--- config.mk ---
export PLATFORM = sky130hd
export DESIGN_NAME = digit_counter
export DESIGN_NICKNAME = d
export VERILOG_FILES = /design/src/rtl/digit_counter.sv
export SDC_FILE = /design/constraint.sdc
export NUM_CORES = 1
export LEC_CHECK = 0
export BUFFER_PORTS_ARGS = -buffer_cell sky130_fd_sc_hd__buf_2
export CORE_ASPECT_RATIO = 0.8
export CORE_UTILIZATION = 59
export DETAILED_ROUTE_END_ITERATION = 7
export GPL_TIMING_DRIVEN = 0
export PLACE_DENSITY = 0.76
export SETUP_SLACK_MARGIN = 0.15
export SLEW_MARGIN = 20
export SYNTH_ARGS = -nofsm -noshare
export SYNTH_HDL_FRONTEND = slang
export SYNTH_SLANG_ARGS = --single-unit
--- constraint.sdc ---
create_clock -name clk -period 2 [get_ports clk]
set_clock_uncertainty 0.1 [all_clocks]
set_input_delay 0.3 -clock clk [delete_from_list [all_inputs] [get_ports clk]]
set_output_delay 0.3 -clock clk [all_outputs]
set_load 0.01 [all_outputs]
--- src/rtl/digit_counter.sv ---
// -----------------------------------------------------------------------------
// digit_counter
//
// Two-digit BCD seconds counter fed by the button controller. While `set` is
// high each digit is forced to 9 or 0 from `set9`. Otherwise, with `run` high,
// the value advances by one every TICK_DIV clock cycles from 00 toward 99.
//
// Optional feature (compile-time macro): DIGIT_COUNTER_WRAP_EN
//   defined   : a step taken at 99 rolls over to 00 and pulses `tick`.
//   undefined : a step at 99 is dropped; the value holds at 99 with no `tick`.
//
// Parameters
//   TICK_DIV : clk cycles per count step (minimum 2).
//
// Ports
//   clk     in   system clock
//   rst_n   in   asynchronous active-low reset
//   set     in   set-mode request (level)
//   set9    in   [1] tens preset, [0] ones preset; 1 -> 9, 0 -> 0
//   run     in   count enable when not in set mode (level)
//   tens    out  BCD tens digit (registered)
//   ones    out  BCD ones digit (registered)
//   tick    out  one-cycle pulse after each applied count step (registered)
//   at_max  out  high while the value is 99 (decoded from the digit registers)
// -----------------------------------------------------------------------------
module digit_counter #(
    parameter int TICK_DIV = 100_000_000
) (
    input  logic       clk,
    input  logic       rst_n,
    input  logic       set,
    input  logic [1:0] set9,
    input  logic       run,
    output logic [3:0] tens,
    output logic [3:0] ones,
    output logic       tick,
    output logic       at_max
);

    localparam int             PW         = (TICK_DIV > 2) ? $clog2(TICK_DIV) : 1;
    localparam logic [PW-1:0]  PRESC_LAST = PW'(TICK_DIV - 1);
    localparam logic [PW-1:0]  PRESC_ONE  = PW'(1);

    typedef enum logic [1:0] {
        ST_IDLE = 2'd0,
        ST_SET  = 2'd1,
        ST_RUN  = 2'd2
    } state_t;

    state_t        state_q, state_d;
    logic [PW-1:0] presc_q, presc_d;
    logic [3:0]    tens_q,  tens_d;
    logic [3:0]    ones_q,  ones_d;
    logic          tick_q,  tick_d;

    // Counting only progresses while we are in RUN and stay in RUN; a `set`
    // or a falling `run` on the same edge pre-empts the step.
    logic          stay_run;
    logic          period_done;

    // -------------------------------------------------------------------------
    // State register
    // -------------------------------------------------------------------------
    always_ff @(posedge clk or negedge rst_n) begin
        if (!rst_n) begin
            state_q <= ST_IDLE;
        end else begin
            state_q <= state_d;
        end
    end

    // -------------------------------------------------------------------------
    // Next-state logic (`set` has priority from every state)
    // -------------------------------------------------------------------------
    always_comb begin
        state_d = state_q;
        if (set) begin
            state_d = ST_SET;
        end else begin
            case (state_q)
                ST_SET:  state_d = run ? ST_RUN : ST_IDLE;
                ST_IDLE: state_d = run ? ST_RUN : ST_IDLE;
                ST_RUN:  state_d = run ? ST_RUN : ST_IDLE;
                default: state_d = ST_IDLE;
            endcase
        end
    end

    // -------------------------------------------------------------------------
    // Output / datapath logic: prescaler, digits and tick
    // -------------------------------------------------------------------------
    always_comb begin
        stay_run    = (state_q == ST_RUN) && (state_d == ST_RUN);
        period_done = stay_run && (presc_q == PRESC_LAST);
    end

    // Any cycle outside a continuous RUN stretch discards the partial period,
    // so a resume always waits a full TICK_DIV cycles.
    always_comb begin
        presc_d = '0;
        if (stay_run && !period_done) begin
            presc_d = presc_q + PRESC_ONE;
        end
    end

    always_comb begin
        tens_d = tens_q;
        ones_d = ones_q;
        tick_d = 1'b0;
        if (state_d == ST_SET) begin
            // Presets are re-applied every edge so `set9` changes are tracked.
            tens_d = set9[1] ? 4'd9 : 4'd0;
            ones_d = set9[0] ? 4'd9 : 4'd0;
        end else if (period_done) begin
            if (ones_q < 4'd9) begin
                ones_d = ones_q + 4'd1;
                tick_d = 1'b1;
            end else if (tens_q < 4'd9) begin
                ones_d = 4'd0;
                tens_d = tens_q + 4'd1;
                tick_d = 1'b1;
            end else begin
`ifdef DIGIT_COUNTER_WRAP_EN
                ones_d = 4'd0;
                tens_d = 4'd0;
                tick_d = 1'b1;
`else
                // Saturate at 99: value holds and no tick is reported.
                ones_d = ones_q;
                tens_d = tens_q;
                tick_d = 1'b0;
`endif
            end
        end
    end

    // -------------------------------------------------------------------------
    // Datapath registers
    // -------------------------------------------------------------------------
    always_ff @(posedge clk or negedge rst_n) begin
        if (!rst_n) begin
            presc_q <= '0;
            tens_q  <= 4'd0;
            ones_q  <= 4'd0;
            tick_q  <= 1'b0;
        end else begin
            presc_q <= presc_d;
            tens_q  <= tens_d;
            ones_q  <= ones_d;
            tick_q  <= tick_d;
        end
    end

    assign tens   = tens_q;
    assign ones   = ones_q;
    assign tick   = tick_q;
    assign at_max = (tens_q == 4'd9) && (ones_q == 4'd9);

endmodule
==> key figures <==
Run status
  – Status: finished with violations
  – Failing checks: negative hold slack

Placement
  – DP Worst Slack: 0.0180 ns
  – Cell count after placement: 257
  – Hpwl dp: 3090 microns
  – PortBufs: 15
  – Placer Congestion: 0.846

Clock network
  – Clock Pin Slew Worst Setup and Hold Paths: 0.08 ns
  – Clock net sink count: 38
  – Clock buffer depth: 2
  – # H-tree levels: 2
  – CTS tree: done
  – Num CTS Buffers: 5
  – Clock root buffer: clkbuf_8
  – Worst-Skew Late Latency: 0.29 ns

Setup path
  – Reg2reg setup slack: 0.15 ns
  – Reg2reg path depth: 7
  – CP Cell Sequence: buf_4 > nand4_1 > nor4_4 > buf_4 > nand4_1 > xor2_1 > nor2_2
  – Slowest cell on crit path: dfrtp_1
  – Buf/Inv on CP: 2
  – Worst r2r dst: presc_q[23]
  – Top Family by Delay on Critical Path: simple AND/OR/NAND/NOR gates
  – WP data arrival: 1.93 ns
  – R2R Path Start: presc_q[1]
  – Peak per-stage delay on the critical path: 0.41 ns
  – Critical path startpoint category: flip-flop
  – Kind of critical path: reg -> reg
  – CP endpoint kind: flip-flop
  – Worst Path Max Fanout: 6
  – Critical Path RT: 2.09 ns

Drt
  – DRT Pass-1 Iters: 4
  – Total number of vias: 1684
  – WL per Instance: 17.0 microns
  – Residual DRC: 0
  – Iter 0 DRT Violations: 176
  – ANT nets after route: 0
  – Total length of routed wires: 4740 microns
  – Drt via density: 6.04

Power and ir drop
  – Max VDD drop: 416 uV
  – Logic pwr share: 6.5%
  – Sw Share: 23.9%
  – Pwr Total: 0.00144 W
  – Pwr Density: 590 nW/um^2
  – Net Switching: 0.000343 W
  – Clock share of power: 38.4%
  – Pint: 0.00109 W
  – Reg power frac: 55.0%
  – Leakage: 1.02 nW

Die
  – Die height: 54.3 microns
  – Core Area: 3180 sq um
  – Horiz. Die Dim: 67.3 microns
  – Initial Util: 63.4%
  – Die area: 3650 sq um
  – # IOs: 16
  – # rows: 18

GRT
  – Met1 Usage GRT: 37.1%
  – GR Overflow Total: 0
  – Initial antenna violation count: 0
  – First-pass GRT wire length: 6800 microns
  – Busiest grt layer: met2
  – Vias in the first global route: 1439
  – GR Layer Usage met2: 38.7%
  – GRT Util Overall: 26.1%
  – Met3 Usage GRT: 6.88%
  – Pin count of the biggest net entering global routing: 39

Timing
  – Fin worst setup slack: 0.153 ns
  – Slew @ Worst Pin: 0.819 ns
  – Final Max Tran Viols: 0
  – Final count of hold timing violations: 10
  – Unrepaired setup endpoints after global routing: true
  – Final period utilization: 92.4%
  – Fin Hold WS: -0.00609 ns
  – Setup TNS: 0 ns
  – Worst slew margin: 45.4%
  – Setup-failing EPs final: 0
  – Min Tclk post-route: 1.85 ns
  – Highest clock rate: 541 MHz

Cells and area
  – Diodes inserted: 0
  – Layout area overhead: 20.8%
  – Layout cells sized above 1: 28.0%
  – Final Instance Count excl. Fillers: 279
  – Nets: 251

Yosys
  – Yosys top cell area share: 47.2%
  – Yosys reg bits: 38
  – Yosys Warn Count: 0
  – Cells after Synth: 202
  – Mean post-synth cell area: 9.97 sq um
  – Mapped Nets: 215
  – Synth Cell Area: 2010 sq um
  – Register area share after synthesis: 47.2%
  – Top post-synthesis cells by area: dfrtp_1 47%, xor2_1 7.0%, nor2_1 6.3%
  – Synth cell types: 39
  – Post-synth top area cell: dfrtp_1

Min path
  – Hold Path Class: in -> async

Job
  – Max Cap Violations: 0
## per-layer routing
| metal | up-vias | routed length, microns |
|---|---|---|
| li1 | 775 | - |
| met1 | 860 | 2250 |
| met2 | 41 | 2260 |
| met3 | 8 | 181 |
| met4 | 0 | 45 |
| met5 | - | 0 |
## worst max path at each step
stage / startpoint / to / slack [ns] / depth (start not counted)
2_1_floorplan: ones[0] / tens[2] / 0.22 / 6
3_3_place_gp: presc_q[0] / presc_q[24] / 0.07 / 8
3_5_place_dp: ones[0] / tens[0] / 0.02 / 6
4_1_cts: tens[1] / at_max / 0.15 / 5
5_1_grt: presc_q[3] / tens[3] / 0.05 / 6
6_report: presc_q[1] / presc_q[23] / 0.15 / 7
## cell usage after synthesis, drive strengths merged
master / number
a21boi: 1
a21oi: 3
a311oi: 1
a31o: 1
a41oi: 1
and2: 1
and3: 9
and4: 3
and4b: 1
buf: 3
clkbuf: 1
dfrtp: 38
ha: 7
inv: 9
nand2: 9
nand2b: 2
nand3: 18
nand4: 9
nor2: 36
nor2b: 1
nor3: 5
nor3b: 1
nor4: 4
nor4b: 2
o21a: 1
o21ai: 2
o311ai: 1
o31a: 2
o31ai: 4
or2: 1
xnor2: 9
xor2: 16
## metrics by stage
stage | cell area, sq um | util, % | hold slack, ns
after floorplan | 2010 | - | -0.0956
after global placement | 2140 | 67.4 | 0.319
after detailed placement | 2140 | 67.4 | 0.328
after CTS | 2280 | 71.7 | 0.0263
after global routing | 2430 | 76.6 | 0.0624
final | 2430 | 76.6 | -0.00609
## state kept, by name (all words and copies together) (netlist names)
register,count
tick,1
ones,4
state_q,2
tens,4
presc_q,27
## what timing repair did
item / CTS / global route
gates resized for setup: 5 / 21
hold buffers: 0 / 0
gates cloned: 0 / 0
endpoints found under the setup margin: 26 / 30
pin swaps: 1 / 9
setup buffers: 4 / 10
## logic make-up after synthesis
kind of cell | after synthesis | share of synthesized area, %
and+or+nand+nor | 102 | 28.3
DFF | 38 | 47.2
xor gates and xnor gates | 25 | 10.9
AOI/OAI and AO/OA | 17 | 6.34
buffers and inverters | 13 | 2.98
adders and majority gates | 7 | 4.35
## power by group through the flow
stage               combinational, W  clock (W)  sequential [W]
floorplan                  0.0000330          0        0.000806
global placement           0.0000722          0        0.000803
detailed placement         0.0000750          0        0.000804
CTS                        0.0000829   0.000547        0.000788
global route                0.000104   0.000590        0.000792
finish                     0.0000940   0.000552        0.000790
## cell usage in the layout, fill, tap and decap left out, drive strengths merged, types with 2 or more instances in the layout
cell type  count
o21ai          2
ha             7
xnor2          9
nor4b          2
xor2          16
and4           3
nand2          9
and3           9
inv            9
buf           32
o31ai          4
nor4           4
dfrtp         38
a21oi          3
nand4          9
nor2          36
o31a           2
nor3           5
nand3         18
nand2b         2
clkbuf         7
## layout make-up
cell class                 instances  area, sq um
tap                               40         50.0
fill                             213          742
timing repair buffer              29          184
clock buffer                       6         82.6
sequential                        38          953
buffer                             4         30.0
inverter                           9         33.8
clock inverter                     2         12.5
multi-input combinational        151         1090
Note: power is estimated with default switching activity, not from simulation.
